`src/rtl/regfile_pkg.sv`:
```
// Shared defaults and helpers for the bypassing register file.
package regfile_pkg;

  localparam int unsigned DEF_WIDTH = 32'd64;
  localparam int unsigned DEF_DEPTH = 32'd32;
  localparam int unsigned DEF_NREAD = 32'd2;
  localparam int unsigned DEF_AW    = $clog2(DEF_DEPTH);

  typedef logic [DEF_NREAD-1:0][DEF_AW-1:0] rd_addr_arr_t;

  // The hardwired-zero register is the top index (X31/XZR in the default build).
  function automatic int unsigned zero_idx(input int unsigned depth);
    return depth - 32'd1;
  endfunction

endpackage

```
`src/rtl/regfile_slot.sv`:
```
// One architectural register plus its pending-write (busy) bit.
module regfile_slot #(
  parameter int unsigned WIDTH = 32'd64
) (
  input  logic             clk,
  input  logic             reset_n,
  input  logic             i_wr,
  input  logic             i_claim,
  input  logic             i_flush,
  input  logic [WIDTH-1:0] i_data,
  output logic [WIDTH-1:0] o_value,
  output logic             o_busy
);

  logic [WIDTH-1:0] r_value;
  logic             r_busy;

  // Data storage: a flush never discards a write.
  always_ff @(posedge clk or negedge reset_n) begin
    if (!reset_n) begin
      r_value <= '0;
    end else if (i_wr) begin
      r_value <= i_data;
    end
  end

  // Busy tracking: flush beats claim, and a new claim beats a retiring write.
  always_ff @(posedge clk or negedge reset_n) begin
    if (!reset_n) begin
      r_busy <= 1'b0;
    end else if (i_flush) begin
      r_busy <= 1'b0;
    end else if (i_claim) begin
      r_busy <= 1'b1;
    end else if (i_wr) begin
      r_busy <= 1'b0;
    end
  end

  assign o_value = r_value;
  assign o_busy  = r_busy;

endmodule

```
`src/rtl/regfile_bypass.sv`:
```
// Parametrised register file with write-to-read bypass, zero register and busy scoreboard.
module regfile_bypass
  import regfile_pkg::*;
#(
  parameter  int unsigned WIDTH    = DEF_WIDTH,
  parameter  int unsigned DEPTH    = DEF_DEPTH,
  parameter  int unsigned NREAD    = DEF_NREAD,
  parameter  bit          ZERO_REG = 1'b1,
  localparam int unsigned AW       = $clog2(DEPTH)
) (
  input  logic                   clk,
  input  logic                   reset_n,
  input  logic                   wr_en,
  input  logic [AW-1:0]          wr_addr,
  input  logic [WIDTH-1:0]       wr_data,
  input  logic [NREAD*AW-1:0]    rd_addr,
  output logic [NREAD*WIDTH-1:0] rd_data,
  output logic [NREAD-1:0]       rd_busy,
  input  logic                   claim_en,
  input  logic [AW-1:0]          claim_addr,
  input  logic                   flush
);

  localparam int unsigned ZIDX = zero_idx(DEPTH);

  logic [DEPTH-1:0] w_wr_sel;
  logic [DEPTH-1:0] w_claim_sel;
  logic [WIDTH-1:0] w_val [DEPTH];
  logic [DEPTH-1:0] w_busy;

  // One-hot write and claim decode.
  always_comb begin
    w_wr_sel    = '0;
    w_claim_sel = '0;
    for (int i = 0; i < int'(DEPTH); i++) begin
      w_wr_sel[i]    = wr_en && (wr_addr == AW'(i));
      w_claim_sel[i] = claim_en && (claim_addr == AW'(i));
    end
  end

  for (genvar g = 0; g < int'(DEPTH); g++) begin : g_slot
    if (ZERO_REG && (g == int'(ZIDX))) begin : g_zero
      // Writes and claims aimed at the zero register simply fall away.
      logic w_unused_zero;
      assign w_unused_zero = w_wr_sel[g] | w_claim_sel[g];
      assign w_val[g]      = '0;
      assign w_busy[g]     = 1'b0;
    end else begin : g_reg
      regfile_slot #(.WIDTH(WIDTH)) u_slot (
        .clk     (clk),
        .reset_n (reset_n),
        .i_wr    (w_wr_sel[g]),
        .i_claim (w_claim_sel[g]),
        .i_flush (flush),
        .i_data  (wr_data),
        .o_value (w_val[g]),
        .o_busy  (w_busy[g])
      );
    end
  end

  for (genvar p = 0; p < int'(NREAD); p++) begin : g_rd
    logic [AW-1:0]    w_ra;
    logic [WIDTH-1:0] w_rd_data;
    logic             w_rd_busy;

    assign w_ra = rd_addr[p*AW +: AW];

    // Read mux: zero override, then same-cycle bypass, then the array.
    always_comb begin
      w_rd_data = '0;
      w_rd_busy = 1'b0;
      if (ZERO_REG && (w_ra == AW'(ZIDX))) begin
        w_rd_data = '0;
        w_rd_busy = 1'b0;
      end else if (wr_en && (wr_addr == w_ra)) begin
        w_rd_data = wr_data;
        w_rd_busy = 1'b0;
      end else begin
        w_rd_data = w_val[w_ra];
        w_rd_busy = w_busy[w_ra];
      end
    end

    assign rd_data[p*WIDTH +: WIDTH] = w_rd_data;
    assign rd_busy[p]                = w_rd_busy;
  end

endmodule
```
`config.mk`:
```
export PLATFORM = sky130hd
export DESIGN_NAME = regfile_bypass
export DESIGN_NICKNAME = d
export VERILOG_FILES = /design/src/rtl/regfile_pkg.sv /design/src/rtl/regfile_slot.sv /design/src/rtl/regfile_bypass.sv
export SDC_FILE = /design/constraint.sdc
export NUM_CORES = 2
export LEC_CHECK = 0
export BUFFER_PORTS_ARGS = -buffer_cell sky130_fd_sc_hd__clkbuf_2
export CAP_MARGIN = 0
export CORE_ASPECT_RATIO = 0.8
export CORE_MARGIN = 8
export CORE_UTILIZATION = 32
export CTS_CLUSTER_SIZE = 30
export DETAILED_ROUTE_END_ITERATION = 12
export SETUP_SLACK_MARGIN = 0.3
export SYNTH_ARGS = -nofsm -noshare
export SYNTH_HDL_FRONTEND = slang
export SYNTH_HIERARCHICAL = 1
export SYNTH_SLANG_ARGS = --single-unit
```
`constraint.sdc`:
```
create_clock -name clk -period 1.8 [get_ports clk]
set_input_delay 0.09 -clock clk [delete_from_list [all_inputs] [get_ports clk]]
set_output_delay 0.09 -clock clk [all_outputs]
set_load 0.01 [all_outputs]
```
### Word level (Yosys, flattened, before mapping)

Cells that the tools add are included.

| operators by class | value |
|---|---|
| bitwise logic cells | 2 |
| equal/unequal tests | 64 |
| reductions and logical operators | 97 |
| $lt $le $gt $ge | 4 |
| multiplexer cells | 111 |

Operators with widths:

| cell | number |
|---|---|
| 64-bit binary-select mux with 5-bit select | 2 |
| 64-bit two-way mux | 8 |
| 5-bit equality test, second input constant | 32 |
| 1-bit two-way mux | 99 |
| 3-bit nonzero test | 31 |
| 5-bit by 4-bit equality test with 1-bit output, second input constant | 16 |
| 1-bit logical AND | 64 |
| 5-bit by 3-bit equality test with 1-bit output, second input constant | 8 |
| 5-bit by 2-bit equality test with 1-bit output, second input constant | 4 |
| 6-bit greater-or-equal comparator, second input constant | 2 |
| 5-bit by 6-bit less-than comparator with 1-bit output, second input constant | 2 |
| 5-bit inverter with 6-bit output | 2 |
| 1-bit binary-select mux with 5-bit select | 2 |
| 5-bit by 1-bit equality test with 1-bit output, second input constant | 2 |
| 5-bit equality test | 2 |
| 5-bit zero test | 2 |

| storage, ports and cells | value |
|---|---|
| input bits | 89 |
| bits in registers | 2015 |
| logic and storage cells | 340 |
| output and inout port bits | 130 |

### Logic depth before layout (Yosys ltp)

| depth | value |
|---|---|
| depth after elaboration | 6 |
| gate-level depth with buffers | 10 |
| depth with buffers taken out | 5 |

### Cells and area by module

The synthesis kept the hierarchy.

By module, submodules not included:

| module | seq. area each (µm²) | cells an instance | area each (µm²) | times used |
|---|---|---|---|---|
| regfile_slot | 1626.6 | 139 | 2622.5 | 31 |
| regfile_bypass | 0.0 | 3085 | 33792.4 | 1 |

### Least setup slack after synthesis

OpenSTA, ideal clock, no wires.

| timing | value |
|---|---|
| path type | in2out |
| start point | input port rd_addr[0] |
| end point | output port rd_data[0] |
| stages on the path | 9 |
| arrival time | 1728 ps |
| path buffers | 6 |
| required time | 1710 ps |
| slack | -18 ps |
| cells stage by stage | buf_4 -> buf_6 -> buf_6 -> buf_4 -> nand4_1 -> o21ai_0 -> buf_2 -> buf_2 -> o41ai_1 |

| between the ends | value |
|---|---|
| longest elaborated chain between the ends | 6 |
| elaborated cells on any way between the ends | 9 |
| those cells by class | 2 x eq/ne; 5 x mux; 1 x bitwise; 1 x reduce/logical |

Ends and longest elaborated chain:

| what | RTL line | source |
|---|---|---|
| start: declaration | regfile_bypass.sv:16 | `input logic [NREAD*AW-1:0] rd_addr,` |
| 5-bit inverter with 6-bit output (implied by the code) | regfile_bypass.sv:80 | `w_rd_data = w_val[w_ra];` |
| 64-bit binary-select mux with 5-bit select | regfile_bypass.sv:80 |  |
| 64-bit two-way mux (implied by the code) (2 in a row) | regfile_bypass.sv:80 |  |
| 64-bit two-way mux | regfile_bypass.sv:76 | `end else if (wr_en && (wr_addr == w_ra)) begin` |
| 64-bit two-way mux (*) | regfile_bypass.sv:73 | `if (ZERO_REG && (w_ra == AW'(ZIDX))) begin` |
| end: declaration | regfile_bypass.sv:17 | `output logic [NREAD*WIDTH-1:0] rd_data,` |

Mark *: on every way between the ends. The rest lies on a longest branch, timed or not. The select of a mux whose other input is x is not followed.

### Worst setup path after layout

| timing | value |
|---|---|
| start point | register g_slot[3].g_reg.u_slot.r_value[41] |
| end point | output port rd_data[41] |

| between the ends | value |
|---|---|
| longest elaborated chain between the ends | 5 |

Ends and longest elaborated chain:

| what | RTL line | source |
|---|---|---|
| start: declaration | regfile_slot.sv:15 | `logic [WIDTH-1:0] r_value;` |
| start signal: assignment | regfile_slot.sv:23 | `r_value <= i_data;` |
| 64-bit binary-select mux with 5-bit select | regfile_bypass.sv:80 |  |
| 64-bit two-way mux (implied by the code) (2 in a row) | regfile_bypass.sv:80 |  |
| 64-bit two-way mux | regfile_bypass.sv:76 |  |
| 64-bit two-way mux | regfile_bypass.sv:73 |  |

No other way between the ends. The select of a mux whose other input is x is not followed.

==> impl_metrics.yaml <==
timing:
  finalSetupTns_ns: -118.93
  period_needed_ns: 3.067
  grt_setup_unrepaired: "true"
  finalHoldViolCount: 0
  max_freq_mhz: 326.1
  setup_ws_ns: -1.267
  maxSlewHeadroom: 0.2011
  setup_violations: 130
  fin_skew_ns: 0
  drv_slew: 0
  tightest_slew_ns: 1.194
  fin_crit_sh: 1.704
final_layout:
  fillers: 31962
  final_cell_mix: "dfrtp_1, mux2_4, buf_4, mux4_2, mux2_2"
  final_common_cell: "dfrtp_1"
  fin_nets: 9213
  final_util: 0.4154
  area_growth_pct: 29.63
  drive_gt1_frac: 0.6132
outcome:
  violations: "setup timing"
  outcome: "finished, violations left"
global_route:
  antenna_found_initial: 37
  grt_pass1_vias: 86578
  grt_pass1_wl_mm: 666.8
  overflow: 0
  grtUsageTotal: 0.2382
  grt_max_degree: 103
logic_synthesis:
  yosysWarnings: 6
  netlist-cell-type-count: 52
  synth_area_per_cell_um2: 15.57
  synth_seq_cells: 2015
  syn-cell-area_um2: 115100
  synth_edf_count: 0
  yosys_most_used_dff: "dfrtp_1"
  synthArstFlopShare: 1.000
  syn_inst: 7394
  ys_seq_area_frac: 0.4381
  syn-num-nets: 7483
worst_setup_path:
  r2r-end: "g_slot[2].g_reg.u_slot/o_value[37]"
  rr_worst_depth: 4
  end_kind: "output pin"
  rr_startpoint: "g_slot[2].g_reg.u_slot/o_value[37]"
  arrival_ns: 2.98
  critical_path_class: "register to output pin"
  rrSetupSlack_ns: 0.63
  cp-start-kind: "register"
  critical_path_required_ns: 1.71
  crit_fanout: 2
clock_network:
  cts_made_buffers: 216
  clkLatencyLatePin_ns: 0.91
  cts_root_buf: "clkbuf_16"
  htreeDepth: 4
  clk_pin_slew_ns: 0.07
  clock_path_buffers: 4
  cts_tree: "yes"
  clock-sinks: 2015
hold_path:
  hold_path_depth: 2
  holdCritPathClass: "input pin to register"
  hold_path_end: "g_slot[24].g_reg.u_slot/o_value[18]"
  hp-start: "wr_data[18]"
floorplan:
  die_h_um: 552.4
  core_area_um2: 359100
  num_rows: 197
  fp.dieW_um: 686.5
  start_util: 0.3205
  die-area_um2: 379200
  io_pins: 219
pwr:
  ir_drop_uv: 964.1
  power.density_nw_per_um2: 1006
  p_leak_uw: 0.06545
route:
  postRouteAntennaNets: 0
  drt-pass1-iter-count: 6
  drt_iter0_drc: 9502
  avgRoutedWirePerCell_um: 33.06
  totalWireLength_mm: 465.7
  routed_via_density: 5.845
  drc: 0
  num_vias: 82341
placement:
  portBuffers: 218
  place_congestion: 0.8917
  place_hpwl_mm: 321.9
  post-place-ws_ns: -1.171
run:
  max_cap_viol_count: 0
-- state kept, by name, summed over array words and instances (netlist names) --
| register | cells |
|---|---|
| g_slot.g_reg.u_slot/o_busy | 31 |
| g_slot.g_reg.u_slot/o_value | 1984 |
-- through the flow --
| step | hold WS [ns] | total power (µW) | cells | area, µm² |
|---|---|---|---|---|
| after floorplan | -0.2056 | 83690 | 7394 | 115800 |
| after global placement | 0.1612 | 98630 | 13461 | 137100 |
| after detailed placement | 0.1606 | 100200 | 13461 | 137100 |
| after CTS | 0.007440 | 149100 | 14018 | 147900 |
| after global routing | 0.08075 | 155300 | 14078 | 149200 |
| final | 0.06972 | 150100 | 14087 | 149200 |
-- cell usage after synthesis, types with 9 or more instances --
master | count | share of area
nand2b_1 | 50 | 0.0027
a22oi_1 | 138 | 0.0090
dfrtp_1 | 2015 | 0.44
mux2_2 | 483 | 0.047
o21ai_0 | 87 | 0.0038
o2bb2ai_1 | 13 | 0.00099
a211oi_1 | 16 | 0.0010
o22ai_1 | 71 | 0.0039
a31oi_1 | 35 | 0.0019
nand2_1 | 122 | 0.0040
a2bb2oi_1 | 49 | 0.0037
buf_1 | 9 | 0.00029
nor2b_1 | 27 | 0.0015
mux2_4 | 1550 | 0.20
inv_1 | 78 | 0.0025
buf_4 | 86 | 0.0056
nor2_1 | 185 | 0.0060
buf_6 | 201 | 0.020
a221oi_1 | 47 | 0.0036
buf_2 | 212 | 0.0092
a21oi_1 | 134 | 0.0058
a32o_1 | 21 | 0.0018
xnor2_1 | 10 | 0.00076
and3_1 | 10 | 0.00054
nand3_1 | 15 | 0.00065
and2_1 | 11 | 0.00060
o41ai_1 | 48 | 0.0037
nor3_1 | 50 | 0.0022
mux4_2 | 809 | 0.16
a22o_1 | 150 | 0.011
mux2i_1 | 368 | 0.032
o211ai_1 | 17 | 0.0011
clkbuf_1 | 148 | 0.0048
a21boi_0 | 14 | 0.00091
o221ai_1 | 73 | 0.0056
-- cell type report --
cell class | count | area (µm²) | area share
Antenna cell | 16 | 40.04 | 0.0002684
Clock buffer | 315 | 6369 | 0.04269
Clock inverter | 74 | 867.1 | 0.005812
Inverter | 78 | 292.8 | 0.001962
Multi-Input combinational cell | 4643 | 62800 | 0.4209
Sequential cell | 2015 | 50420 | 0.3380
Tap cell | 4776 | 5976 | 0.04005
Timing Repair Buffer | 2170 | 22430 | 0.1503
-- cell families after synthesis --
logic type      Yosys count  synth area share
mux                    3210            0.4398
buf+inv                 736           0.04225
simple gates            495           0.01960
compound gates          928           0.05949
flops                  2015            0.4381
xor+xnor                 10         0.0007610
-- routing by layer --
layer  GRT usage  wire, µm  up-vias
met3     0.06474     44980     1124
met2      0.3534    203400     4596
met1      0.3230    191900    44342
met4      0.1113     25240       20
met5           0       145        -
li1            -         -    32259
-- power breakdown --
| part | internal (µW) | switching, µW |
|---|---|---|
| sequential | 54100 | 7110 |
| combinational | 26300 | 15900 |
| clock | 26800 | 19900 |
| total | 107000 | 43000 |
-- timing repair --
action | CTS | global route
setup buffers | 74 | 52
setup endpoints to repair | 130 | 1733
pin swaps | 225 | 143
hold buffers | 94 | 0
endpoints found under the hold margin | 3639 | 0
gates cloned | 0 | 0
gates resized for setup | 435 | 223
-- worst max-delay path, stage by stage (launching register included) --
cell      delay, ns
dfrtp_1        0.41
buf_6          0.13
mux4_2         0.51
a221oi_2       0.33
a22o_1         0.27
o21ai_2        0.13
buf_4          0.16
buf_8          0.11
-- how the worst max path moves through the flow --
stage / startpoint / to / cells past startpoint
after global placement: rd_addr[6] / rd_data[110] / 8
after global routing: g_slot[3].g_reg.u_slot/o_value[41] / rd_data[41] / 7
after detailed placement: rd_addr[5] / rd_data[100] / 9
after floorplan: rd_addr[5] / rd_data[100] / 7
final: g_slot[3].g_reg.u_slot/o_value[41] / rd_data[41] / 7
after CTS: g_slot[3].g_reg.u_slot/o_value[41] / rd_data[41] / 7
Note: power is estimated with default switching activity, not from simulation.
